`src/rtl/crossing_pkg.sv`:
```
// Shared types and constants for the crossing sequencer: phase encoding,
// seven-segment glyphs, lamp-per-phase mapping and elaboration-time BCD helpers.
package crossing_pkg;

  typedef enum logic [1:0] {
    GREEN_A  = 2'd0,
    CLEAR_AB = 2'd1,
    GREEN_B  = 2'd2,
    CLEAR_BA = 2'd3
  } phase_e;

  // Segment order {g,f,e,d,c,b,a}, 1 = lit.
  localparam logic [6:0] SEG_0 = 7'h3F;
  localparam logic [6:0] SEG_1 = 7'h06;
  localparam logic [6:0] SEG_2 = 7'h5B;
  localparam logic [6:0] SEG_3 = 7'h4F;
  localparam logic [6:0] SEG_4 = 7'h66;
  localparam logic [6:0] SEG_5 = 7'h6D;
  localparam logic [6:0] SEG_6 = 7'h7D;
  localparam logic [6:0] SEG_7 = 7'h07;
  localparam logic [6:0] SEG_8 = 7'h7F;
  localparam logic [6:0] SEG_9 = 7'h6F;

  typedef struct packed {
    logic red_a;
    logic green_a;
    logic red_b;
    logic green_b;
  } lamps_t;

  function automatic lamps_t lamps_for(phase_e p);
    lamps_t l;
    l = '{red_a: 1'b1, green_a: 1'b0, red_b: 1'b1, green_b: 1'b0};
    unique case (p)
      GREEN_A: begin l.red_a = 1'b0; l.green_a = 1'b1; end
      GREEN_B: begin l.red_b = 1'b0; l.green_b = 1'b1; end
      default: ;
    endcase
    return l;
  endfunction

  function automatic phase_e next_phase(phase_e p);
    return phase_e'(2'(p) + 2'd1);
  endfunction

  function automatic logic is_green(phase_e p);
    return (p == GREEN_A) || (p == GREEN_B);
  endfunction

  // Two-digit decimal to packed BCD; only ever evaluated on parameters.
  function automatic logic [7:0] to_bcd(int unsigned v);
    return {4'(v / 10), 4'(v % 10)};
  endfunction

endpackage

```
`src/rtl/bcd_to_7seg.sv`:
```
// Combinational BCD digit to seven-segment decoder; non-decimal codes blank the digit.
module bcd_to_7seg
  import crossing_pkg::*;
(
  input  logic [3:0] bcd,
  output logic [6:0] seg
);

  always_comb begin
    // NOTE: a default ahead of the case keeps this purely combinational (no latch).
    seg = 7'h00;
    unique case (bcd)
      4'd0: seg = SEG_0;
      4'd1: seg = SEG_1;
      4'd2: seg = SEG_2;
      4'd3: seg = SEG_3;
      4'd4: seg = SEG_4;
      4'd5: seg = SEG_5;
      4'd6: seg = SEG_6;
      4'd7: seg = SEG_7;
      4'd8: seg = SEG_8;
      4'd9: seg = SEG_9;
      default: seg = 7'h00;
    endcase
  end

endmodule

```
`src/rtl/crossing_sequencer.sv`:
```
// Two-approach crossing controller: phase FSM, tick prescaler, BCD countdown
// and pedestrian request latch driving lamps and a two-digit display.
module crossing_sequencer
  import crossing_pkg::*;
#(
  parameter int unsigned TICK_DIV    = 4,
  parameter int unsigned GREEN_A_SEC = 20,
  parameter int unsigned GREEN_B_SEC = 15,
  parameter int unsigned CLEAR_SEC   = 3,
  parameter int unsigned PED_CUT     = 5
) (
  input  logic       clk,
  input  logic       rstn,
  input  logic       ped_req,
  input  logic       hold,
  output logic       LED_RED_A,
  output logic       LED_GREEN_A,
  output logic       LED_RED_B,
  output logic       LED_GREEN_B,
  output logic [6:0] SS1,
  output logic [6:0] SS2,
  output logic [1:0] phase,
  output logic       ped_ack
);

  localparam int unsigned PW = $clog2(TICK_DIV);
  localparam logic [PW-1:0] PRESC_LAST = PW'(TICK_DIV - 1);

  localparam logic [7:0] DUR_GREEN_A = to_bcd(GREEN_A_SEC);
  localparam logic [7:0] DUR_GREEN_B = to_bcd(GREEN_B_SEC);
  localparam logic [7:0] DUR_CLEAR   = to_bcd(CLEAR_SEC);
  localparam logic [7:0] CUT_BCD     = to_bcd(PED_CUT);

  function automatic logic [7:0] dur_of(phase_e p);
    unique case (p)
      GREEN_A: return DUR_GREEN_A;
      GREEN_B: return DUR_GREEN_B;
      default: return DUR_CLEAR;
    endcase
  endfunction

  phase_e          state_q;
  logic [7:0]      count_q;
  logic [PW-1:0]   presc_q;
  logic            ped_pending_q;
  logic            ped_ack_q;

  logic            tick;
  logic            pend_d;
  logic            truncate;
  logic [7:0]      count_dec_d;
  phase_e          state_next;
  lamps_t          lamps;

  assign tick       = (presc_q == PRESC_LAST) && !hold;
  assign pend_d     = ped_pending_q | ped_req;
  // Packed BCD orders the same as the decimal value, so a plain compare works.
  assign truncate   = is_green(state_q) && pend_d && (count_q > CUT_BCD);
  assign state_next = next_phase(state_q);

  // Borrow from the tens digit when the units digit is zero (20 -> 19).
  assign count_dec_d = (count_q[3:0] == 4'd0) ? {count_q[7:4] - 4'd1, 4'd9}
                                             : {count_q[7:4], count_q[3:0] - 4'd1};

  always_ff @(posedge clk) begin
    // NOTE: sequential state uses non-blocking assignments so every register
    // samples pre-edge values; reset is synchronous and active-low.
    if (!rstn) begin
      state_q       <= GREEN_A;
      count_q       <= DUR_GREEN_A;
      presc_q       <= '0;
      ped_pending_q <= 1'b0;
      ped_ack_q     <= 1'b0;
    end else begin
      ped_ack_q     <= 1'b0;
      ped_pending_q <= pend_d;
      if (!hold) begin
        presc_q <= tick ? '0 : presc_q + PW'(1);
      end
      if (truncate) begin
        count_q <= CUT_BCD;
      end else if (tick) begin
        if (count_q == 8'h01) begin
          state_q <= state_next;
          count_q <= dur_of(state_next);
          if (!is_green(state_next) && pend_d) begin
            ped_ack_q     <= 1'b1;
            ped_pending_q <= 1'b0;
          end
        end else begin
          count_q <= count_dec_d;
        end
      end
    end
  end

  assign lamps       = lamps_for(state_q);
  assign LED_RED_A   = lamps.red_a;
  assign LED_GREEN_A = lamps.green_a;
  assign LED_RED_B   = lamps.red_b;
  assign LED_GREEN_B = lamps.green_b;
  assign phase       = 2'(state_q);
  assign ped_ack     = ped_ack_q;

  bcd_to_7seg u_tens (
    .bcd (count_q[7:4]),
    .seg (SS1)
  );

  bcd_to_7seg u_units (
    .bcd (count_q[3:0]),
    .seg (SS2)
  );

endmodule

```
`config.mk`:
```
export PLATFORM = sky130hd
export DESIGN_NAME = crossing_sequencer
export DESIGN_NICKNAME = d
export VERILOG_FILES = /design/src/rtl/crossing_pkg.sv /design/src/rtl/bcd_to_7seg.sv /design/src/rtl/crossing_sequencer.sv
export SDC_FILE = /design/constraint.sdc
export NUM_CORES = 1
export LEC_CHECK = 0
export ABC_CLOCK_PERIOD_IN_PS = 4000
export CAP_MARGIN = 10
export CORE_MARGIN = 4
export CORE_UTILIZATION = 35
export CTS_CLUSTER_SIZE = 40
export DETAILED_ROUTE_END_ITERATION = 8
export DONT_BUFFER_PORTS = 1
export SYNTH_ARGS = -nofsm -noshare
export SYNTH_HDL_FRONTEND = slang
export SYNTH_SLANG_ARGS = --single-unit
export TNS_END_PERCENT = 100
```
`constraint.sdc`:
```
create_clock -name clk -period 4 [get_ports clk]
set_input_delay 0.4 -clock clk [delete_from_list [all_inputs] [get_ports clk]]
set_output_delay 0.4 -clock clk [all_outputs]
set_load 0.03 [all_outputs]
```
Word level (Yosys, flattened, before mapping)
Memories as Yosys holds them, arrays and structs flattened.
Cells that the tools add are included.
{"block": "word_totals", "word_cells": 56, "out_inout_bits": 21, "memories": 2, "regBits": 14, "mem_bits_ro": 224, "input_bits": 4}
{"block": "classes", "n_mux": 13, "bitwise_logic": 5, "eq_ne": 4, "n_lt_le_gt_ge": 1, "reduce_logical": 19, "n_addsub": 4}
{"name": "(no name shown)", "depth": 16, "width": 7, "read_ports": 1, "rd_ports_with_merged_regs": 0, "write_ports": 0, "line_no": "bcd_to_7seg.sv:12", "rtl": "unique case (bcd)"}
{"name": "(no name shown)", "depth": 16, "width": 7, "read_ports": 1, "rd_ports_with_merged_regs": 0, "write_ports": 0, "line_no": "bcd_to_7seg.sv:12"}
{"op": "2-to-1 mux 8 bit", "count": 2}
{"op": "2-to-1 mux 6 bit", "count": 2}
{"op": "case mux 6 bit (2 select lines)", "count": 1}
{"op": "equality test 8 x 1 -> 1 bit (second input constant)", "count": 1}
{"op": "> comparator 8 x 3 -> 1 bit (second input constant)", "count": 1}
{"op": "subtractor 4 x 1 -> 4 bit (second input constant)", "count": 2}
{"op": "equality test 2 bit (second input constant)", "count": 3}
{"op": "2-to-1 mux 2 bit", "count": 3}
{"op": "2-to-1 mux 1 bit", "count": 5}
{"op": "adder 2 x 1 -> 2 bit (second input constant)", "count": 2}
{"op": "logical AND 1 bit", "count": 4}
{"op": "logical NOT 2 bit", "count": 2}
{"op": "logical NOT 4 bit", "count": 1}
{"op": "inverter 1 bit", "count": 4}
{"op": "AND reduction 2 bit", "count": 2}
{"op": "nonzero test 2 bit", "count": 2}
{"op": "OR reduction 4 bit", "count": 1}
{"op": "AND reduction 3 bit", "count": 1}
{"op": "nonzero test 3 bit", "count": 1}
{"op": "logical NOT 1 bit", "count": 2}
{"op": "logical OR 1 bit", "count": 2}
{"op": "OR reduction 2 bit", "count": 1}
{"op": "OR 1 bit", "count": 1}

Longest topological paths before layout
Gate-level depths: netlist (run 1).
{"block": "logic_depth", "ltp_word": 9, "mapped_depth": 7, "ltp_nobuf": 6}

By module
From an unflattened synthesis (run 1), not the netlist that was laid out.
{"block": "unflattened", "hier_cells": 142, "hier_area_um2": 1246.2}
{"mod": "crossing_sequencer", "cells_each": 88, "instances": 1, "area_per_inst_um2": 825.8, "seq_area_each_um2": 280.3}
{"mod": "bcd_to_7seg at u_units", "cells_each": 28, "instances": 1, "area_per_inst_um2": 219.0, "seq_area_each_um2": 0.0}
{"mod": "bcd_to_7seg at u_tens", "cells_each": 26, "instances": 1, "area_per_inst_um2": 201.4, "seq_area_each_um2": 0.0}

Least setup slack after synthesis (run 1)
OpenSTA, ideal clock, no wires.
{"block": "synth_timing", "kind": "reg-to-output", "from": "reg count_q[1]", "to": "out SS2[1]", "path_slack_ns": 2.023, "stages_incl_launch_ff": 4, "arrival_time_ns": 1.577, "n_path_buf": 0, "t_required_ns": 3.600, "cell_sequence": "dfxtp_1 -> inv_1 -> ha_1 -> o21ai_0"}
{"block": "synth_between", "elab_chain_len": 1}
{"element": "start: declaration", "line_no": "crossing_sequencer.sv:43", "rtl": "logic [7:0] count_q;"}
{"element": "start signal: assignment", "line_no": "crossing_sequencer.sv:85", "rtl": "count_q <= dur_of(state_next);"}
{"element": "start signal: assignment", "line_no": "crossing_sequencer.sv:91", "rtl": "count_q <= count_dec_d;"}
{"element": "memory (16 x 7 bit)"}
{"element": "end: declaration", "line_no": "crossing_sequencer.sv:21", "rtl": "output logic [6:0] SS2,"}
Every way passes these cells.

Worst setup path after layout (run 1)
{"block": "layout_timing", "from": "reg count_q[1]", "to": "out SS2[4]"}
The elaborated chain is that of the path after synthesis.

==> results.txt, run 1 <==
The run finished with clean final reports. The H-tree depth is 1. The slew at the pin closest to its max-slew limit came out at 0.9356 ns. The remaining design rule violation count is 0. The clock tree skew after final layout is 0.002617 ns. The startpoint type of the worst setup path is a flop. The die outline area came out at 4725 sq um.

The period utilization came out at 66.12%. The type of element capturing the critical path is an output port. The wire length of the first global-routing pass is 4581 um.

The register bit total from synthesis came out at 14. The leakage power came out at 0.5360 nW. The post-synth design cell area is 1291 sq um. The global placer's final weighted congestion is 0.8763. The critical path in this run is classified as flop to output port. In this design, the largest share of critical-path delay is due to simple AND/OR/NAND/NOR gates. The number of unique standard cell types used by synthesis is 48. The critical path's largest stage delay is 0.67 ns.

The initial detailed-routing violation count came out at 98. For this design, the slowest cell found on the critical path is nor3b_1. The setup TNS is 0 ns.

The top-level port count came out at 25. The number of setup violations in the final report came out at 0. The number of cells produced by synthesis is 154. The number of cells on the worst hold path is 1. The max-capacitance violation count is 0. Once the floorplan was initialized, standard cells occupied 37.51% of the core. The number of inserted diodes came out at 0. The ratio of total power to cell area came out at 580.7 nW/um^2.

The number of buffers inserted by post-CTS setup repair is 0. The required arrival time at the worst endpoint came out at 3.60 ns. The hold buffer count at cts came out at 0. The number of antenna-violating nets in the routed design came out at 0. The layout-stage area growth over the synthesis result is 5.620%. When the netlist entered floorplanning its net count stood at 177. The number of cells on the worst reg-to-reg path is 6.

The number of inserted filler cells in the final layout came out at 368. Setup repair after global routing left no endpoint under its margin. The cell at the root of the clock tree is clkbuf_8.

The number of hold violations in the final report came to 0. The maximum achievable frequency came out at 378.1 MHz. The footprint of the flip-flops and latches came out at 280.3 sq um. For this run, the number of Yosys warnings is 0. In this run the worst path has a maximum fanout of 10.

The startpoint identified for the worst register-to-register timing path is count_q[1]. Prior to clock tree synthesis, the placed netlist has a worst setup slack of 1.644 ns. The critical register-to-register path endpoint is count_q[6]. The mean cell area of the mapped netlist is 8.385 sq um. The number of pins with negative max-slew slack in the final report came out at 0. The worst relative slew slack is 36.97%. The highest layer touched by signal routing is met4.

The final critical delay including setup and external delays came out at 2.645 ns. The final global-route overflow total came out at 0. The die span in x came out at 68.74 um.

In this run, synthesis inferred 0 flip-flops with an integrated enable. The largest vdd supply drop is 0.2026 mV. In the final layout, the multi-input gates occupy 918.4 sq um. For this run, the total global-route usage over all layers was measured as 12.69%.

The count of clock tree sinks came out at 14. The number of clock buffers inserted by TritonCTS came out at 3. Among all flip-flop cells after synthesis, the most frequent one is dfxtp_1. The count of buffers added on input and output ports is 0. The worst hold path terminates at count_q[5]. The via-per-instance ratio is 5.706. Wire segments on met2 add up to 1353 um in the final route. The placeable core area came out at 3442 sq um. The maximum root-to-sink buffer count came out at 2.

The least setup slack across all paths after layout came out at 1.355 ns. Traced cell by cell, the critical path runs through inv_1, ha_1, nor3b_1, a211o_1. The routed wire length per instance came out at 14.62 um. The sequential area share after synthesis came out at 21.71%. The total via count in the routed design came out at 1124. The CTS tree is yes. The number of global-route vias before repair was 972. The ratio of cells with drive above 1 in the final layout is 9.934%.

In this run, post-CTS repair resized a total of 0 instances. The total wirelength of the detailed-routed design is 2880 um. The routed design uses 245 um of met3 wire. The HPWL after detailed placement is 2251 um. The initial antenna violation count is 0.

The floorplan has 21 rows. The count of buffering cells on the critical path with inverters included is 1. The startpoint identified for the worst hold timing path is rstn.

STA puts the critical path data arrival time at 2.24 ns. The internal reg-to-reg setup slack came out at 1.80 ns. The first detailed-routing pass ran for 6 iterations. The pin count of the biggest net entering global routing is 17. The clock transition at the registers of the reported paths came out at 0.06 ns. The length of routed wiring on met1 is 1264 um.

The min-delay analysis places its worst path in the category input port to flop. The number of nets in the layout is 175. The share of flip-flops with an asynchronous set or reset after synthesis came out at 0%. The clock insertion delay at the later pin of the skew report is 0.24 ns. The height of the die came out at 68.74 um.
## placed cells by master (no fill, tap or decap), types with 2 or more instances in the layout
cell / synthesis / layout
nor2_1: 14 / 14
mux2i_1: 5 / 5
nand2b_1: 2 / 2
inv_1: 14 / 14
nand3_1: 3 / 3
dfxtp_1: 14 / 14
nor3_2: 2 / 2
nor3_1: 3 / 3
and2_1: 2 / 2
a21oi_1: 11 / 11
o311a_1: 2 / 2
a31oi_1: 3 / 3
nor2b_1: 4 / 4
nand2_1: 8 / 8
nor3b_1: 3 / 3
o21ai_0: 8 / 8
clkbuf_8: 0 / 4
ha_1: 19 / 19
o22ai_1: 4 / 4
o21a_1: 2 / 2
## state kept, by name (all words and copies together), names as in the netlist
signal	flops
phase	2
count_q	8
ped_pending_q	1
ped_ack	1
presc_q	2
## area by class of cell
cell class | count | share of cell area, %
Multi-Input combinational cell | 119 | 67.34
Sequential cell | 14 | 20.55
Tap cell | 46 | 4.220
Clock buffer | 4 | 4.037
Inverter | 14 | 3.853
## layer usage
| metal | GRT usage, % | up-vias |
|---|---|---|
| met5 | 0 | - |
| met4 | 2.920 | 0 |
| met3 | 3.241 | 2 |
| met2 | 20.14 | 44 |
| met1 | 17.19 | 531 |
| li1 | - | 547 |
## metrics by stage
step / hold slack [ns] / area [sq um] / cells / power [W] / utilization [%]
after floorplan: 0.4676 / 1291 / 154 / 0.0005819 / -
after global placement: 0.4819 / 1309 / 193 / 0.0006470 / 38.02
after detailed placement: 0.5068 / 1309 / 193 / 0.0006571 / 38.02
after CTS: 0.2587 / 1364 / 197 / 0.0007947 / 39.62
after global routing: 0.2626 / 1364 / 197 / 0.0008448 / 39.62
final: 0.2641 / 1364 / 197 / 0.0007920 / 39.62
## worst max path at each step
stage               slack [ns]      to  cells past startpoint  startpoint
floorplan                 2.02  SS2[1]                      3  count_q[1]
global placement          1.80  SS2[4]                      4  count_q[1]
detailed placement        1.64  SS2[4]                      4  count_q[1]
CTS                       1.40  SS2[4]                      4  count_q[1]
global route              1.21  SS2[4]                      4  count_q[1]
finish                    1.36  SS2[4]                      4  count_q[1]
## worst reg2reg max path, delay by kind of cell, from the launching register on
kind	cells	cell delay (ns)
DFF	1	0.40
and+or+nand+nor	2	0.73
AOI/OAI and AO/OA	2	0.39
buffers and inverters	1	0.18
adders and majority gates	1	0.37
## kinds of logic after synthesis
| family | synth area share [%] |
|---|---|
| AND/OR/NAND/NOR | 23.26 |
| AO/OA/AOI/OAI | 24.90 |
| buffers and inverters | 7.171 |
| adder cells (fa/ha/maj) | 18.41 |
| flip-flops | 21.71 |
| multiplexers | 3.876 |
| XOR/XNOR | 0.6784 |
## power breakdown
part	switching, W	internal, W
Sequential	0.0000413	0.000158
Combinational	0.000319	0.000137
Clock	0.0000496	0.0000871
## synthesized netlist by cell type (all sizes together) (2+ instances only)
cell type / count / share of area (%)
ha: 19 / 18
dfxtp: 14 / 22
inv: 14 / 4.1
nor2: 14 / 4.1
a21oi: 11 / 4.3
o21ai: 10 / 4.2
nand2: 8 / 2.3
buf: 6 / 2.8
nor3: 6 / 4.0
mux2i: 5 / 3.9
nor2b: 4 / 1.9
o22ai: 4 / 1.9
a31oi: 3 / 1.5
and2: 3 / 1.6
nand3: 3 / 1.2
nor3b: 3 / 1.7
nand2b: 2 / 0.97
o21a: 2 / 1.2
o311a: 2 / 1.6
Note: power is estimated with default switching activity, not from simulation.
==> inputs of run 2 (changes only) <==
--- a/config.mk
+++ b/config.mk
@@ -5,7 +5,7 @@
 export SDC_FILE = /design/constraint.sdc
 export NUM_CORES = 1
 export LEC_CHECK = 0
-export ABC_CLOCK_PERIOD_IN_PS = 4000
+export ABC_CLOCK_PERIOD_IN_PS = 2300
 export CAP_MARGIN = 10
 export CORE_MARGIN = 4
 export CORE_UTILIZATION = 35
==> constraint.sdc (replaced) <==
create_clock -name clk -period 2.3 [get_ports clk]
set_input_delay 0.23 -clock clk [delete_from_list [all_inputs] [get_ports clk]]
set_output_delay 0.23 -clock clk [all_outputs]
set_load 0.03 [all_outputs]
==> results.txt, run 2 (same netlist as run 1, synthesis figures left out) <==
Setup repair after global routing left no endpoint under its margin. In this design, the stage delay of the slowest critical-path cell is 0.41 ns. The placeable core area is 3442 sq um. The max-capacitance violation count is 0. The initial antenna violation count came out at 0.

The top-level port count is 25. Once detail routing completed, the nets flagged for antenna violations numbered 0. The initial cell density of the core came out at 37.51%. The smallest hold slack came out at 0.1012 ns.

Setup slack closes at 0.1869 ns. The library cell used most frequently in the layout, excluding fill and tap cells, is ha_1. The overall power consumption came out at 0.001448 W. The count of clock tree sinks is 14.

The footprint of the flip-flops and latches came out at 280.3 sq um. The analysis attributes to cell leakage a power of 0.6071 nW. STA classifies the critical path startpoint as a flop.

The die outline area came out at 4725 sq um. The number of pins with negative max-slew slack in the final report is 0. The remaining design rule violation count came out at 0. The final critical delay including setup and external delays came out at 2.113 ns.

Global routing used 14.04% of the available tracks. The required arrival time at the worst endpoint came out at 2.07 ns. The largest fanout on the critical path is 10.

The global placer's final weighted congestion is 0.8757. The height of the die is 68.74 um. The H-tree depth is 1. The highest routed metal layer is met4. Setup violations remaining at the end of the flow were counted as 0.

The hold buffer count at cts came out at 0. The total via count in the routed design came out at 1146. The first global-routing pass estimated 4974 um of wire.

The type of element capturing the critical path is an output port. Timing analysis after detailed placement gives a worst setup slack of 0.2895 ns. The number of hold violations in the final report came out at 0. The critical-path cell with the highest stage delay is nor3b_2. The final global-route overflow total is 0. The number of inserted diodes came out at 0. The quantity of gates resized following cts came out at 0.

Across the VDD grid, the largest voltage drop is 0.3394 mV. The length of routed wiring on met1 is 1358 um. In the final routed layout, each cell accounts on average for 14.16 um. The die span in x is 68.74 um.

Entering global routing, the biggest net connects 16 pins. Cells with a size suffix above 1 make up 18.67% of the layout. The flow ran to the end, and the final reports show no timing, DRC or antenna violations. Traced cell by cell, the critical path runs through inv_1, ha_1, nor3b_2, a211o_1. The area growth from synthesis to layout is 14.24%. The filler cells instantiated in the layout total 345.

The initial detailed-routing violation count came out at 63. The ratio of total power to cell area is 981.6 nW/um^2. The class of the most critical setup path is flop to output port.

The number of nets in the layout is 191. The met3 wire length is 181 um. The total wirelength of the detailed-routed design came out at 3001 um. The via-per-instance ratio came out at 5.406. The tree is rooted in a clkbuf_8. The number of global-route vias before repair was 1118. After clock tree synthesis, the clock-pin slew on the worst setup and hold paths is 0.06 ns. The flip-flop count of the largest register after layout came out at 8. The worst relative slew slack is 51.47%. In the final timing run, aggregate negative setup slack is 0 ns. The period utilization came out at 91.87%.

The estimated wirelength of the detail-placed design came out at 2369 um. The clock passes through at most 2 buffers. The met2 layer wire length in the routed design is 1420 um. The clock tree skew after final layout came out at 0.002591 ns. Buffers inserted during clock tree synthesis total 3.

In the layout the commonest cells are ha_1, buf_4, inv_1, nor2_1, dfxtp_1. The multi-input gate area in the final layout came out at 923.4 sq um. TritonCTS built the clock tree. The number of core rows is 21. The pre-antenna-repair detailed-routing pass consisted of 4 iterations.

The min-delay analysis places its worst path in the category input port to flop. The later pin in the worst-skew pair is clocked with a latency of 0.25 ns. The slew at the pin closest to its max-slew limit came out at 0.7245 ns. The maximum achievable frequency is 473.2 MHz. The number of buffer cells added on primary ports is 0.

count_q holds more flip-flops than any other register. For the worst setup path, the data arrival time is 1.88 ns. In this run the post-CTS setup repair buffer count came out at 0.
## run 2: cell count changes in the layout (fill, tap and decap cells not counted), sizes merged
cell    previous run  this run
buf                0        16
clkbuf             4         3
## run 2: routing by layer
| metal | up-vias | global-route usage [%] |
|---|---|---|
| met5 | - | 0 |
| met4 | 0 | 6.326 |
| li1 | 575 | - |
| met1 | 535 | 17.89 |
| met3 | 4 | 2.755 |
| met2 | 32 | 22.77 |
## run 2: worst paths after layout
path               from    endpoint  slack [ns]  cells past startpoint
max          count_q[0]      SS2[4]        0.19                      4
min                rstn  count_q[5]        0.10                      1
max reg2reg  count_q[5]  count_q[0]        0.33                      6
min reg2reg  presc_q[1]  presc_q[1]        0.51                      2
## run 2: per-stage QoR
| stage | cell area [sq um] | cells | util [%] |
|---|---|---|---|
| 6_report | 1475 | 212 | 42.86 |
| 5_1_grt | 1475 | 212 | 42.86 |
| 4_1_cts | 1470 | 212 | 42.71 |
| 3_5_place_dp | 1429 | 209 | 41.51 |
| 3_3_place_gp | 1429 | 209 | 41.51 |
| 2_1_floorplan | 1291 | 154 | - |
## run 2: worst max-delay path, delay by kind of cell, from the launching register on
kind / cells / cell delay (ns)
compound gates: 1 / 0.33
buf+inv: 1 / 0.17
simple gates: 1 / 0.41
fa+ha+maj: 1 / 0.37
flops: 1 / 0.35
## run 2: power by group
group	internal (W)	leakage (nW)	switching [W]	total, W
combinational	0.000325	0.471	0.000569	0.000894
sequential	0.000275	0.114	0.0000728	0.000348
clock	0.000116	0.0216	0.0000898	0.000206
total	0.000716	0.607	0.000732	0.00145
## run 2: final cells by class
cell class / count / share of cell area [%]
multi-input cells: 119 / 62.60
flip-flops and latches: 14 / 19.00
repair buffers: 16 / 8.143
well taps: 46 / 3.902
inverters: 14 / 3.562
clock buffers: 3 / 2.799
==> inputs of run 3 (changes only) <==
--- a/config.mk
+++ b/config.mk
@@ -7,11 +7,15 @@
 export LEC_CHECK = 0
 export ABC_CLOCK_PERIOD_IN_PS = 2300
 export CAP_MARGIN = 10
+export CELL_PAD_IN_SITES_DETAIL_PLACEMENT = 1
+export CELL_PAD_IN_SITES_GLOBAL_PLACEMENT = 2
 export CORE_MARGIN = 4
-export CORE_UTILIZATION = 35
+export CORE_UTILIZATION = 33
 export CTS_CLUSTER_SIZE = 40
 export DETAILED_ROUTE_END_ITERATION = 8
 export DONT_BUFFER_PORTS = 1
+export PLACE_DENSITY_LB_ADDON = 0.1
+export REMOVE_ABC_BUFFERS = 1
 export SYNTH_ARGS = -nofsm -noshare
 export SYNTH_HDL_FRONTEND = slang
 export SYNTH_SLANG_ARGS = --single-unit
==> results.txt, run 3 (same netlist as run 1, synthesis figures left out) <==
The length of routed wiring on met1 is 1650 um. In this design, the critical path's most frequently occurring cell is ha_1. After legalization and detailed placement, the total HPWL measured 2702 um. The count of buffers added on input and output ports is 0. The placeable core area came out at 3716 sq um. The maximum root-to-sink buffer count is 2. After detailed routing, the number of remaining DRC violations is 0. STA classifies the critical path endpoint as an output port.

The die outline area came out at 4977 sq um. The number of clock buffers inserted by TritonCTS came out at 3. The initial antenna violation count came out at 0. The register with the most flip-flops in the layout has 8 of them. The library cell used most frequently in the layout, excluding fill and tap cells, is ha_1. TritonCTS built the clock tree. In the finished design, the share of the clock period the worst path needs comes to 95.67%.

The max-capacitance violation count is 0. The ratio of cells with drive above 1 in the final layout is 19.16%. The number of buffers inserted by post-CTS setup repair is 0. The top-level port count is 25. For this configuration, the core starts out at a cell density of 34.75%. The number of nets in the layout came out at 191. The clock tree skew after final layout came out at 0.003812 ns.

The maximum achievable frequency came out at 454.5 MHz. The total wirelength of the detailed-routed design is 3428 um. count_q holds more flip-flops than any other register.

Setup repair after global routing left no endpoint under its margin. The run finished with clean final reports. The worst setup path is launched from a flop. The largest fanout on the critical path is 9. Measured along the x axis, the die boundary spans 70.55 um. Setup violations remaining at the end of the flow were counted as 0.

Entering global routing, the biggest net connects 16 pins. The number of inserted filler cells in the final layout came out at 461. The number of hold violations in the final report is 0. The initial detailed-routing violation count came out at 75.

The smallest hold slack came out at 0.1009 ns. Compared with the post-synthesis result, the final layout area differs by 15.50%. The worst relative slew slack is 51.56%.

The die is 70.55 um tall. The first global-routing pass estimated 5782 um of wire. The root buffer cell chosen for the clock tree is clkbuf_8. Routed signal wires occupy layers up through met4.

The total overflow left after global routing is 0. The count of clock tree sinks is 14. The number of pins with negative max-slew slack in the final report came out at 0. The overall power consumption is 0.001521 W. Clock-pin slew was measured on the worst setup and hold paths at 0.07 ns. The setup slack after placement came out at 0.2547 ns. Summed over all cells, the static leakage comes to 0.6134 nW. The arrival time at the worst endpoint is 1.97 ns. The setup TNS came out at 0 ns.

The via-per-instance ratio is 5.377. The ratio of total power to cell area came out at 1020 nW/um^2. The met2 layer wire length in the routed design came out at 1541 um. The number of global-route vias before repair came out at 1188. The number of inserted diodes came out at 0. Among all stages on the critical path, the largest delay is contributed by dfxtp_1. The class of the worst hold path is input port to flop. Summed over all nets, wire length on met3 after detailed routing comes to 161 um.

The number of antenna-violating nets in the routed design is 0. The H-tree depth came out at 1. The library cells used most frequently in the layout, excluding fill and tap cells, are ha_1, buf_4, inv_1, nor2_1, dfxtp_1. The slew at the pin closest to its max-slew limit came out at 0.7232 ns. The total via count in the routed design came out at 1156.

On the worst path, the slowest cell contributes a delay of 0.52 ns. The least setup slack across all paths after layout came out at 0.09968 ns. The overall track demand over capacity in global routing is 14.45%. The required arrival time at the worst endpoint is 2.07 ns. Traced cell by cell, the critical path runs through inv_1, ha_1, buf_4, ha_1, a211o_1. The final critical delay including setup and external delays came out at 2.200 ns.

The routed wire length per instance is 15.94 um. The largest vdd supply drop came out at 0.2893 mV. The global placer's final weighted congestion came out at 0.7696. The first detailed-routing pass took 4 iterations. The number of core rows is 22. The clock insertion delay at the later pin of the skew report is 0.26 ns. The worst setup path is of the flop to output port kind.
==> run 3: changes by cell type in the layout (fill, tap and decap cells not counted), sizes merged <==
cell	change
clkbuf	+1
==> run 3: stage by stage <==
step / cell area, sq um / std cells / utilization, %
6_report: 1491 / 215 / 40.13
4_1_cts: 1491 / 215 / 40.13
2_1_floorplan: 1251 / 147 / -
3_3_place_gp: 1431 / 211 / 38.52
3_5_place_dp: 1431 / 211 / 38.52
5_1_grt: 1491 / 215 / 40.13
==> run 3: final timing paths <==
kind | start | slack (ns) | end | cells after the start
hold reg to reg | presc_q[1] | 0.51 | presc_q[1] | 2
setup / recovery | count_q[1] | 0.1 | SS2[4] | 5
hold / removal | rstn | 0.10 | count_q[0] | 1
setup reg to reg | count_q[1] | 0.22 | count_q[0] | 6
==> run 3: worst max-delay path, delay by kind of cell, from the launching register on <==
kind                       cells  cell delay [ns]
DFF                            1             0.52
adders and majority gates      2             0.42
AOI/OAI and AO/OA              1             0.42
buffers and inverters          2             0.35
==> run 3: timing repair <==
item,in CTS,in global routing
endpoints found under the setup margin,1,0
resized for setup,1,0
hold buffers,0,0
==> run 3: cell type report <==
| type | count | area (sq um) | area share, % |
|---|---|---|---|
| Clock buffer | 4 | 55.05 | 3.691 |
| Multi-Input combinational cell | 119 | 923.4 | 61.91 |
| Timing Repair Buffer | 16 | 120.1 | 8.054 |
| Sequential cell | 14 | 280.3 | 18.79 |
| Inverter | 14 | 52.55 | 3.523 |
| Tap cell | 48 | 60.06 | 4.027 |
==> run 3: metal layers <==
metal,up-vias,global-route usage [%]
li1,583,-
met1,542,18.88
met2,24,22.77
met3,7,3.409
met4,0,6.263
met5,-,0
==> run 3: where the power goes <==
| part | switching (W) | internal [W] |
|---|---|---|
| clock network | 0.000104 | 0.000152 |
| logic | 0.000581 | 0.000332 |
| registers | 0.0000772 | 0.000275 |
| total | 0.000762 | 0.000759 |
